[src/rtl/isl51002_pkg.sv]
// Shared types for the ISL51002 config scheduler: lock states, shadow
// register addresses and the per-frame measurement sample.
package isl51002_pkg;

    typedef enum logic [1:0] {
        LOCK_UNLOCKED = 2'd0,
        LOCK_CHECKING = 2'd1,
        LOCK_LOCKED   = 2'd2,
        LOCK_INVALID  = 2'd3
    } lock_state_e;

    localparam logic [1:0] CFG_ADDR_HV1 = 2'd0;
    localparam logic [1:0] CFG_ADDR_HV2 = 2'd1;
    localparam logic [1:0] CFG_ADDR_HV3 = 2'd2;

    typedef struct packed {
        logic [10:0] vtotal;
        logic        interlace;
        logic [19:0] pcnt_frame;
    } mode_sample_t;

endpackage

[src/rtl/isl51002_mode_cmp.sv]
// Frame-to-frame mode compare: exact vtotal/interlace, pcnt within +/-PCNT_TOL.
module isl51002_mode_cmp
    import isl51002_pkg::*;
#(
    parameter logic [19:0] PCNT_TOL = 20'd64
) (
    input  mode_sample_t cur,
    input  mode_sample_t prev,
    output logic         match
);

    logic [20:0] diff;
    logic [20:0] mag;

    always_comb begin
        diff  = {1'b0, cur.pcnt_frame} - {1'b0, prev.pcnt_frame};
        mag   = diff[20] ? (21'd0 - diff) : diff;
        match = (cur.vtotal == prev.vtotal) &&
                (cur.interlace == prev.interlace) &&
                (mag <= {1'b0, PCNT_TOL});
    end

endmodule

[src/rtl/isl51002_cfg_sched.sv]
// Shadowed frontend config with frame-aligned atomic commit, plus an input
// mode lock tracker driven by per-frame measurements.
module isl51002_cfg_sched
    import isl51002_pkg::*;
#(
    parameter int unsigned STABLE_FRAMES  = 4,
    parameter logic [19:0] PCNT_TOL       = 20'd64,
    parameter logic [23:0] COMMIT_TIMEOUT = 24'd2000000
) (
    input  logic        PCLK_i,
    input  logic        reset_i,
    input  logic        cfg_wr_i,
    input  logic [1:0]  cfg_addr_i,
    input  logic [31:0] cfg_wdata_i,
    input  logic        cfg_commit_i,
    input  logic        frame_change_i,
    input  logic [10:0] vtotal_i,
    input  logic        interlace_flag_i,
    input  logic [19:0] pcnt_frame_i,
    input  logic        irq_clr_i,
    output logic [31:0] hv_in_config_o,
    output logic [31:0] hv_in_config2_o,
    output logic [31:0] hv_in_config3_o,
    output logic        cfg_pending_o,
    output logic        mode_locked_o,
    output logic        mode_irq_o,
    output logic [1:0]  lock_state_o
);

    localparam logic [3:0]  LOCK_CNT = 4'(STABLE_FRAMES - 1);
    localparam logic [23:0] TO_LAST  = COMMIT_TIMEOUT - 24'd1;

    logic [31:0]  shadow1, shadow2, shadow3;
    logic         fc_q;
    logic         frame_tick;
    logic         apply;
    logic [23:0]  to_cnt;
    lock_state_e  state;
    logic [3:0]   stable_cnt;
    logic [3:0]   cnt_inc;
    mode_sample_t cur, prev;
    logic         match;

    assign frame_tick = frame_change_i & ~fc_q;
    assign apply      = cfg_pending_o & (frame_tick | (to_cnt == TO_LAST));
    assign cur        = '{vtotal: vtotal_i, interlace: interlace_flag_i, pcnt_frame: pcnt_frame_i};
    assign cnt_inc    = (stable_cnt == 4'hF) ? stable_cnt : stable_cnt + 4'd1;

    isl51002_mode_cmp #(.PCNT_TOL(PCNT_TOL)) u_cmp (
        .cur   (cur),
        .prev  (prev),
        .match (match)
    );

    always_ff @(posedge PCLK_i or posedge reset_i) begin
        if (reset_i) begin
            fc_q            <= 1'b0;
            shadow1         <= '0;
            shadow2         <= '0;
            shadow3         <= '0;
            hv_in_config_o  <= '0;
            hv_in_config2_o <= '0;
            hv_in_config3_o <= '0;
            cfg_pending_o   <= 1'b0;
            to_cnt          <= '0;
        end else begin
            fc_q <= frame_change_i;
            if (cfg_wr_i) begin
                case (cfg_addr_i)
                    CFG_ADDR_HV1: shadow1 <= cfg_wdata_i;
                    CFG_ADDR_HV2: shadow2 <= cfg_wdata_i;
                    CFG_ADDR_HV3: shadow3 <= cfg_wdata_i;
                    default: ;
                endcase
            end
            // Actives take the shadow as it stood before any same-cycle write.
            if (apply) begin
                hv_in_config_o  <= shadow1;
                hv_in_config2_o <= shadow2;
                hv_in_config3_o <= shadow3;
            end
            // A commit arriving while one is still waiting is folded into it.
            if (cfg_commit_i && (!cfg_pending_o || apply)) begin
                cfg_pending_o <= 1'b1;
                to_cnt        <= '0;
            end else if (apply) begin
                cfg_pending_o <= 1'b0;
                to_cnt        <= '0;
            end else if (cfg_pending_o) begin
                to_cnt <= to_cnt + 24'd1;
            end
        end
    end

    always_ff @(posedge PCLK_i or posedge reset_i) begin
        if (reset_i) begin
            state      <= LOCK_UNLOCKED;
            stable_cnt <= '0;
            prev       <= '0;
            mode_irq_o <= 1'b0;
        end else begin
            // A same-cycle set further down overrides this clear.
            if (irq_clr_i)
                mode_irq_o <= 1'b0;
            if (state == LOCK_INVALID) begin
                state      <= LOCK_UNLOCKED;
                stable_cnt <= '0;
            end else if (frame_tick) begin
                prev <= cur;
                case (state)
                    LOCK_UNLOCKED: begin
                        if (match) begin
                            stable_cnt <= 4'd1;
                            if (LOCK_CNT == 4'd0) begin
                                state      <= LOCK_LOCKED;
                                mode_irq_o <= 1'b1;
                            end else begin
                                state <= LOCK_CHECKING;
                            end
                        end else begin
                            stable_cnt <= '0;
                        end
                    end
                    LOCK_CHECKING: begin
                        if (match) begin
                            stable_cnt <= cnt_inc;
                            if (cnt_inc >= LOCK_CNT) begin
                                state      <= LOCK_LOCKED;
                                mode_irq_o <= 1'b1;
                            end
                        end else begin
                            state      <= LOCK_UNLOCKED;
                            stable_cnt <= '0;
                        end
                    end
                    LOCK_LOCKED: begin
                        if (!match) begin
                            state      <= LOCK_UNLOCKED;
                            stable_cnt <= '0;
                            mode_irq_o <= 1'b1;
                        end
                    end
                    default: begin
                        state      <= LOCK_UNLOCKED;
                        stable_cnt <= '0;
                    end
                endcase
            end
        end
    end

    assign mode_locked_o = (state == LOCK_LOCKED);
    assign lock_state_o  = state;

endmodule

[config.mk]
export PLATFORM = sky130hd
export DESIGN_NAME = isl51002_cfg_sched
export DESIGN_NICKNAME = d
export VERILOG_FILES = /design/src/rtl/isl51002_pkg.sv /design/src/rtl/isl51002_mode_cmp.sv /design/src/rtl/isl51002_cfg_sched.sv
export SDC_FILE = /design/constraint.sdc
export NUM_CORES = 1
export LEC_CHECK = 0
export CAP_MARGIN = 40
export CORE_ASPECT_RATIO = 0.6
export CORE_MARGIN = 2
export CORE_UTILIZATION = 51
export CTS_BUF_LIST = sky130_fd_sc_hd__clkbuf_2
export CTS_CLUSTER_DIAMETER = 150
export DETAILED_ROUTE_END_ITERATION = 7
export HOLD_SLACK_MARGIN = 0.08
export PLACE_DENSITY = 0.78
export SETUP_SLACK_MARGIN = 0.02
export SLEW_MARGIN = 40
export SYNTH_ARGS = -nofsm -noshare
export SYNTH_HDL_FRONTEND = slang
export SYNTH_SLANG_ARGS = --single-unit
[constraint.sdc]
create_clock -name PCLK_i -period 9.17 [get_ports PCLK_i]
set_input_delay 1.834 -clock PCLK_i [delete_from_list [all_inputs] [get_ports PCLK_i]]
set_output_delay 1.834 -clock PCLK_i [all_outputs]
set_load 0.02 [all_outputs]
==> impl_metrics.toml <==
[setup_path]
critical_path_required_ps = 9960
path_class = "primary input to flip-flop"
crit_path_end_kind = "flip-flop"
r2r_setup_slack_ps = 4560
cp_data_arrival_time_ps = 6510
cp-start-kind = "primary input"
crit_fanout = 9

[global_routing]
grt_pass1_vias = 9077
antenna_found_initial = 2
grt_first_pass_wirelength_um = 47500
grtUsageTotal = 0.230
grt_overflow = 0
grt_max_degree = 130

[synthesis]
synth_area_um2 = 12400
ys_warn_count = 0
synth_top_area_share = 0.517
synth_nets = 1171
synthFlopType = "dfrtp_1"
syn_avg_cell_area_um2 = 11.6
synth_cells = 1072
synthDistinctLibCells = 83
synth_area_leader_cell = "dfrtp_1"
synthArstFlopShare = 1.00
synth_edf_count = 0
ys_ff_latch = 257
synth_area_leaders = "dfrtp_1, mux2_2, o21ai_0"
ys_seq_area_frac = 0.517

[hold_path]
hp-class = "flip-flop to flip-flop"

[die]
die_w_um = 206
die_y_um = 125
io_pins = 173
core_um2 = 24100
start_util = 0.517
dieArea_um2 = 25700
row_count = 44

[timing]
drv_slew = 0
period_needed_ps = 5730
rsz0062_at_grt = "no"
fin_crit_sh = 0.624
max_slew_margin = 0.469
finalSetupTns_ps = 0
fmax_ghz = 0.175
hold_viol_final = 0
max_slew.worst_pin.slew_ps = 797
finalSetupViolCount = 0
fin_worst_skew_ps = 46.7

[clock_tree]
clock_sinks = 257
cts.repair.resized = 0
cts_root_buf = "clkbuf_2"
cts_setup_buffers = 0
postCtsHoldBufs = 0
clk_latency_ps = 880
cts_tree = "done"
htree_levels = 2
clk_pin_slew_ps = 120
cts-buffers-inserted = 58
clk_path_buf_depth = 3

[detailed_routing]
wl_per_cell_um = 17.9
postRouteAntennaNets = 0
first_pass_iters = 5
first_iter_violations = 704
drcViolationCount = 0
vias = 9196
vias_per_cell = 5.70
wirelength_um = 28900

[layout]
ff_latch_area_um2 = 6430
area_delta_synth_final_pct = 20.1
nets = 1358
fillers = 1898
multi_input_area_um2 = 5680
postLayoutCoreUtil = 0.621
drive_gt1_frac = 0.253

[place]
port_buffers = 172
dpl.hpwl_um = 20200
gp_congestion = 1.04

[pwr]
powerDensity_nw_per_um2 = 225
p_leak_uw = 0.00633
vdd_drop_max_uv = 147

[status]
status = "finished, final reports clean"

[run]
cap_viol_max_count = 0
[report_power, final]
part / internal, µW / leakage, µW / switching (µW)
clock: 266 / 0.000377 / 431
sequential: 1370 / 0.00312 / 128
combinational: 561 / 0.00283 / 608
[logic make-up after synthesis]
family                   Yosys count  share of synthesized area
multiplexers                     214                      0.193
buffers and inverters             88                     0.0287
adder cells (fa/ha/maj)           27                     0.0278
XOR/XNOR                          29                     0.0204
flip-flops                       257                      0.517
AND/OR/NAND/NOR                  256                      0.107
AO/OA/AOI/OAI                    201                      0.106
[registers in the layout (all words and copies together), names as in the netlist]
name and cells:
cfg_pending_o 1, shadow2 32, to_cnt 24, prev 32, shadow1 32, lock_state_o 2
hv_in_config_o 32, hv_in_config2_o 32, shadow3 32, hv_in_config3_o 32, mode_irq_o 1, fc_q 1
stable_cnt 4
[Yosys cell counts, types with 3 or more instances]
cell,instances
dfrtp_1,257
mux2_2,208
o21ai_0,80
nand2_1,72
nor2_1,42
clkbuf_1,38
a21oi_1,36
inv_1,35
nand3_1,29
ha_1,26
xnor2_1,19
nor3_1,16
nand4_1,15
and3_1,13
xor2_1,10
nand2b_1,9
o211ai_1,9
nor2b_1,7
buf_1,6
buf_2,6
mux2i_1,6
nand3b_1,6
or3_1,6
a21o_1,5
nand4b_1,5
nor4_1,5
a211oi_1,4
a31oi_1,4
and2_1,4
nor3b_1,4
o2111ai_1,4
o31ai_1,4
or4_1,4
a2111oi_0,3
a221oi_1,3
and4_1,3
nor4b_1,3
o21a_1,3
o311ai_0,3
[cell type report]
type	instances	share of cell area
multi-input cells	727	0.380
clock inverters	10	0.00503
well taps	322	0.0270
repair buffers	180	0.120
flip-flops and latches	257	0.430
inverters	35	0.00963
clock buffers	82	0.0275
diodes	1	0.000168
[cells in the final DEF, fill, tap and decap left out, drive strengths merged, types with 19 or more instances in the layout]
cell type and n:
a21oi 38, clkbuf 82, clkdlybuf4s50 172, dfrtp 257
ha 26, inv 36, mux2 208, nand2 72
nand3 30, nor2 42, o21ai 82, xnor2 19
[layer usage]
metal,GRT usage,up-vias,part of all wire
met5,0,-,0.00055
met4,0.0614,2,0.015
met3,0.0571,43,0.069
met2,0.329,313,0.43
met1,0.350,4530,0.48
li1,-,4308,-
[metrics by stage]
stage	std cells	area (µm²)	hold slack, ps	total power, µW	setup slack (ps)
floorplan	1072	12400	456	2190	266
global placement	1521	14400	476	2640	2870
detailed placement	1521	14400	489	2680	2770
CTS	1613	14900	483	3390	3690
global route	1614	14900	509	3560	3270
finish	1614	14900	498	3370	3440
[critical path, cell delays in order]
cell and delay [ps]:
clkdlybuf4s50_1 470, inv_1 50, ha_1 220, fa_1 420, and2b_4 290, o2111a_2 250, o211ai_1 130, and3b_1 210
xnor2_1 570, or2_0 460, o21ai_0 160, a2111oi_0 470, o221a_2 300, nand3_2 180, or3_1 410, nand3_1 70
[final timing paths]
path,cells past startpoint,startpoint,end
max,16,pcnt_frame_i[0],mode_irq_o$_DFF_PP0_
min,1,shadow2[8]$_DFFE_PP0P_,hv_in_config2_o[8]$_DFFE_PP0P_
max reg2reg,14,prev[0]$_DFFE_PP0P_,mode_irq_o$_DFF_PP0_
min reg2reg,1,shadow2[8]$_DFFE_PP0P_,hv_in_config2_o[8]$_DFFE_PP0P_
max in group asynchronous,3,reset_i,shadow2[8]$_DFFE_PP0P_
min in group asynchronous,2,reset_i,prev[2]$_DFFE_PP0P_
(Power assumes the default switching activity.)
==> edit 1 (config.mk and constraints unchanged) <==
Make the reset (`reset_i`) synchronous in 2 clocked blocks.
--- a/src/rtl/isl51002_cfg_sched.sv
+++ b/src/rtl/isl51002_cfg_sched.sv
@@ -52,7 +52,7 @@
         .match (match)
     );
 
-    always_ff @(posedge PCLK_i or posedge reset_i) begin
+    always_ff @(posedge PCLK_i) begin
         if (reset_i) begin
             fc_q            <= 1'b0;
             shadow1         <= '0;
@@ -92,7 +92,7 @@
         end
     end
 
-    always_ff @(posedge PCLK_i or posedge reset_i) begin
+    always_ff @(posedge PCLK_i) begin
         if (reset_i) begin
             state      <= LOCK_UNLOCKED;
             stable_cnt <= '0;
Behaviour: differs if reset_i is asserted again (counterexample within 4 cycles, from zero or initial values and one cycle with reset_i high); with reset_i held inactive, the same outputs for 4 cycles.
==> edit 1 against the unedited design <==
- wire length is 6.0% higher
- setup slack worse by 0.33 ns
- die area is 9.1% lower
- design area is 8.4% lower
- sequential cell count stayed put
- synthesized cell count is 36% higher
- via count is 14% higher
- synthesized area is 9.4% lower
Power is not compared: it rests on default switching activity, and its combinational part moved more than twofold at a synthesized area within 25%.
==> edit 1: results (changes against the unedited design) <==
- Synth top area cells: dfxtp_1 46%, nand2_1 16%, a21oi_1 11%, ha_1 2.9%, xor2_1 2.5% (was dfrtp_1 52%, mux2_2 19%, o21ai_0 3.2%, ha_1 2.6%, nand2_1 2.2%)
- Syn_nets: 1559 (was 1171)
- Hold_sp: shadow1[18] (was shadow2[8])
- Grt met3 use: 8.21% (was 5.71%)
- Worst path max stage delay: 0.59 ns (was 0.57 ns)
- Met2 Use GR: 35.9% (was 32.9%)
- Status: complete, no violations (unchanged)
- Synth cell types: 93 (was 83)
- First-pass GRT wire length: 48.5 mm (was 47.5 mm)
- Clock Latency Late Sink: slightly below 0.9 ns
- R2r startpoint: prev[0] (unchanged)
- Maximum clock rate: 165 MHz (was 175 MHz)
- Number of global-route vias before repair: 9660 (was 9077)
- Met1 usage: 36.8% (was 35.0%)
- Met2 routed WL: 12.5 mm (was 12.6 mm)
- Layout cell share with drive strength beyond 1: 9.03% (was 25.3%)
- Via count: 10500 (was 9196)
- Worst-path fanout max: 5 (was 9)
- Area delta synth->final: 21.4% (was 20.1%)
- FF-to-FF path depth: 14 (unchanged)
- Total track usage: 25.6% (was 23.0%)
- Pre-CTS setup slack: 2.27 ns (was 2.77 ns)
- Hold Path Cell Cnt: 2 (was 1)
- HPWL Detailed: 20.6 mm (was 20.2 mm)
- Worst Path Arrival: 6.82 ns (was 6.51 ns)
- Nets: 1714 (was 1358)
- Post-synthesis async set-or-reset flop share: 0% (was 100%)
- CP Capture Point: lock_state_o[1] (was mode_irq_o)
- Largest net degree at the start of global routing: 126 (was 130)
- Top sig layer: met4 (was met5)
- Clk_skew: 0.0637 ns (was 0.0467 ns)
- Worst Max-Slew Pin Slew: 0.790 ns (was 0.797 ns)
- Gpl congestion: 0.861 (was 1.04)
- Met3 WL post-DR: 2.81 mm (was 1.99 mm)
- Routed WL per cell: 15.7 um (was 17.9 um)
- Slack of the worst reg-to-reg path: 4.26 ns (was 4.56 ns)
- CTS root buf: clkbuf_2 (unchanged)
==> edit 1: cell families after synthesis <==
kind of cell / share of synthesized area, %
buf+inv: 4.21
simple gates: 25.0
flops: 45.6
xor+xnor: 3.80
mux: 0.677
fa+ha+maj: 3.06
compound gates: 17.6
==> edit 1: metrics by stage <==
| step | area [sq um] | hold WS [ns] | utilization, % | cells |
|---|---|---|---|---|
| 6_report | 13700 | 0.434 | 62.6 | 1949 |
| 3_5_place_dp | 13100 | 0.443 | 60.1 | 1841 |
| 3_3_place_gp | 13100 | 0.437 | 59.8 | 1839 |
| 5_1_grt | 13700 | 0.430 | 62.6 | 1949 |
| 4_1_cts | 13700 | 0.395 | 62.5 | 1947 |
| 2_1_floorplan | 11300 | 0.432 | - | 1460 |
==> edit 1: layout make-up <==
type | instances | area (sq um)
antenna | 2 | 5.00
clock buffer | 81 | 405
clock inverter | 25 | 134
fill | 1943 | 8170
inverter | 29 | 109
multi-input combinational | 1086 | 5690
sequential | 257 | 5140
tap | 286 | 358
timing repair buffer | 183 | 1840
==> edit 2 (same settings) <==
Without the edit above. `PCNT_TOL` is set to 20'd64 in 2 places; all go to 20'd48.
--- a/src/rtl/isl51002_mode_cmp.sv
+++ b/src/rtl/isl51002_mode_cmp.sv
@@ -2,7 +2,7 @@
 module isl51002_mode_cmp
     import isl51002_pkg::*;
 #(
-    parameter logic [19:0] PCNT_TOL = 20'd64
+    parameter logic [19:0] PCNT_TOL = 20'd48
 ) (
     input  mode_sample_t cur,
     input  mode_sample_t prev,
--- a/src/rtl/isl51002_cfg_sched.sv
+++ b/src/rtl/isl51002_cfg_sched.sv
@@ -4,7 +4,7 @@
     import isl51002_pkg::*;
 #(
     parameter int unsigned STABLE_FRAMES  = 4,
-    parameter logic [19:0] PCNT_TOL       = 20'd64,
+    parameter logic [19:0] PCNT_TOL       = 20'd48,
     parameter logic [23:0] COMMIT_TIMEOUT = 24'd2000000
 ) (
     input  logic        PCLK_i,
Formal check against the unedited RTL: not equivalent (Yosys sat finds a counterexample within 4 cycles, from zero or initial values and one cycle with reset_i high).
==> edit 2 against the unedited design <==
- wire length grew 7.1%
- clock power grew 3%
- synthesized area grew 1.6%
- critical path depth shrank 1
- total power grew 5.5%
- maximum frequency grew 6.1%
- setup slack gained 0.33 ns
- worst hold slack gained 0.0096 ns
- sequential cell count is the same
- design area grew 2.0%
- highest routed layer unchanged
==> edit 2: results (changes against the unedited design) <==
- Gpl congestion: 0.905 (was 1.04)
- Met2 routed WL: 13.0 mm (was 12.6 mm)
- Multi-input gate area: 5900 sq um (was 5680 sq um)
- Clock-cell share: 3.33% (was 3.25%)
- Metal-1 WL: 15.1 mm (was 13.9 mm)
- NonClk Buf Share: 12.0% (about the same)
- Met3 WL post-DR: 2.48 mm (was 1.99 mm)
- Clk_skew: 0.0581 ns (was 0.0467 ns)
- Routed WL per cell: 19.0 um (was 17.9 um)
- Worst-path fanout max: 7 (was 9)
- Post-Synth Adder-Cell Area: 2.73% (was 2.78%)
- Nets: 1370 (was 1358)
- First-pass GRT wire length: 49.9 mm (was 47.5 mm)
- Met1 usage: 36.1% (was 35.0%)
- Placed cells: 1533 (was 1521)
- Mux cell area share after synthesis: 18.8% (was 19.3%)
- Seq/Total Area, Yosys: 50.9% (was 51.7%)
- Internal power: 2.26 mW (was 2.20 mW)
- Leakage power: 6.51 nW (was 6.33 nW)
- Fill count: 1933 (was 1898)
- Finished Layout Cells: 1633 (was 1614)
- Number of global-route vias before repair: 9148 (was 9077)
- Status: complete, no violations (unchanged)
- Total track usage: 23.8% (was 23.0%)
- Min Hold Slack: 0.508 ns (was 0.498 ns)
- Syn_nets: 1173 (was 1171)
- Pwr Density: 233 nW/um^2 (was 225 nW/um^2)
- R2r startpoint: prev[11] (was prev[0])
- XOR/XNOR Fraction of Synth Area: 1.44% (was 2.04%)
- Synth top cells by count: 257 x dfrtp_1, 206 x mux2_2, 78 x nand2_1 (was 257 x dfrtp_1, 208 x mux2_2, 80 x o21ai_0)
- Worst path max stage delay: 0.59 ns (was 0.57 ns)
- Multi-input gates: 734 (was 727)
- TritonRoute pass-1 iters: 6 (was 5)
- Synth top area cells: dfrtp_1 51%, mux2_2 18%, o21ai_0 2.6%, ha_1 2.6%, nand2_1 2.3% (was dfrtp_1 52%, mux2_2 19%, o21ai_0 3.2%, ha_1 2.6%, nand2_1 2.2%)
- Gate power share: 37.2% (was 34.7%)
- # diodes: 3 (was 1)
- Signal inverters: 39 (was 35)
- Largest net degree at the start of global routing: 92 (was 130)
- Crit-path slowest cell: or4_1 (was xnor2_1)
- Initial DRC Count: 776 (was 704)
- Tot Pwr: 3.55 mW (was 3.37 mW)
- Clkbuf count: 84 (was 82)
- Sequential share of cell area: 42.2% (was 43.0%)
- Hold_sp: shadow3[26] (was shadow2[8])
- Hold Path Sink: hv_in_config3_o[26] (was hv_in_config2_o[8])
- Layout cell share with drive strength beyond 1: 25.8% (was 25.3%)
- Worst Path Arrival: 6.15 ns (was 6.51 ns)
- Maximum vdd drop: 0.149 mV (was 0.147 mV)
- Slack of the worst reg-to-reg path: 4.83 ns (was 4.56 ns)
- Post-synthesis compound-gate area fraction: 13.0% (was 10.6%)
- Part of the power in registers: 42.6% (was 44.6%)
- Synth cell types: 86 (was 83)
- Grt met3 use: 6.81% (was 5.71%)
==> edit 2: changes by cell type after synthesis, sizes merged, moves of 7 or more <==
cell,before,now
o211a,2,10
nor2,42,32
o21ai,82,75
a31oi,4,16
==> edit 2: worst max-delay path by stage <==
stage	start	end	slack, ns	cells past startpoint
6_report	pcnt_frame_i[0]	stable_cnt[2]	3.77	15
5_1_grt	pcnt_frame_i[12]	stable_cnt[1]	3.57	14
4_1_cts	pcnt_frame_i[0]	stable_cnt[2]	3.91	15
3_5_place_dp	pcnt_frame_i[0]	stable_cnt[2]	3.00	15
3_3_place_gp	pcnt_frame_i[11]	stable_cnt[1]	3.04	13
2_1_floorplan	reset_i	cfg_pending_o	0.27	1
==> edit 2: critical path, delay by kind of cell <==
kind | cells | cell delay [ns]
buffers and inverters | 2 | 0.53
AO/OA/AOI/OAI | 5 | 1.21
adder cells (fa/ha/maj) | 2 | 0.66
XOR/XNOR | 1 | 0.29
AND/OR/NAND/NOR | 5 | 1.63
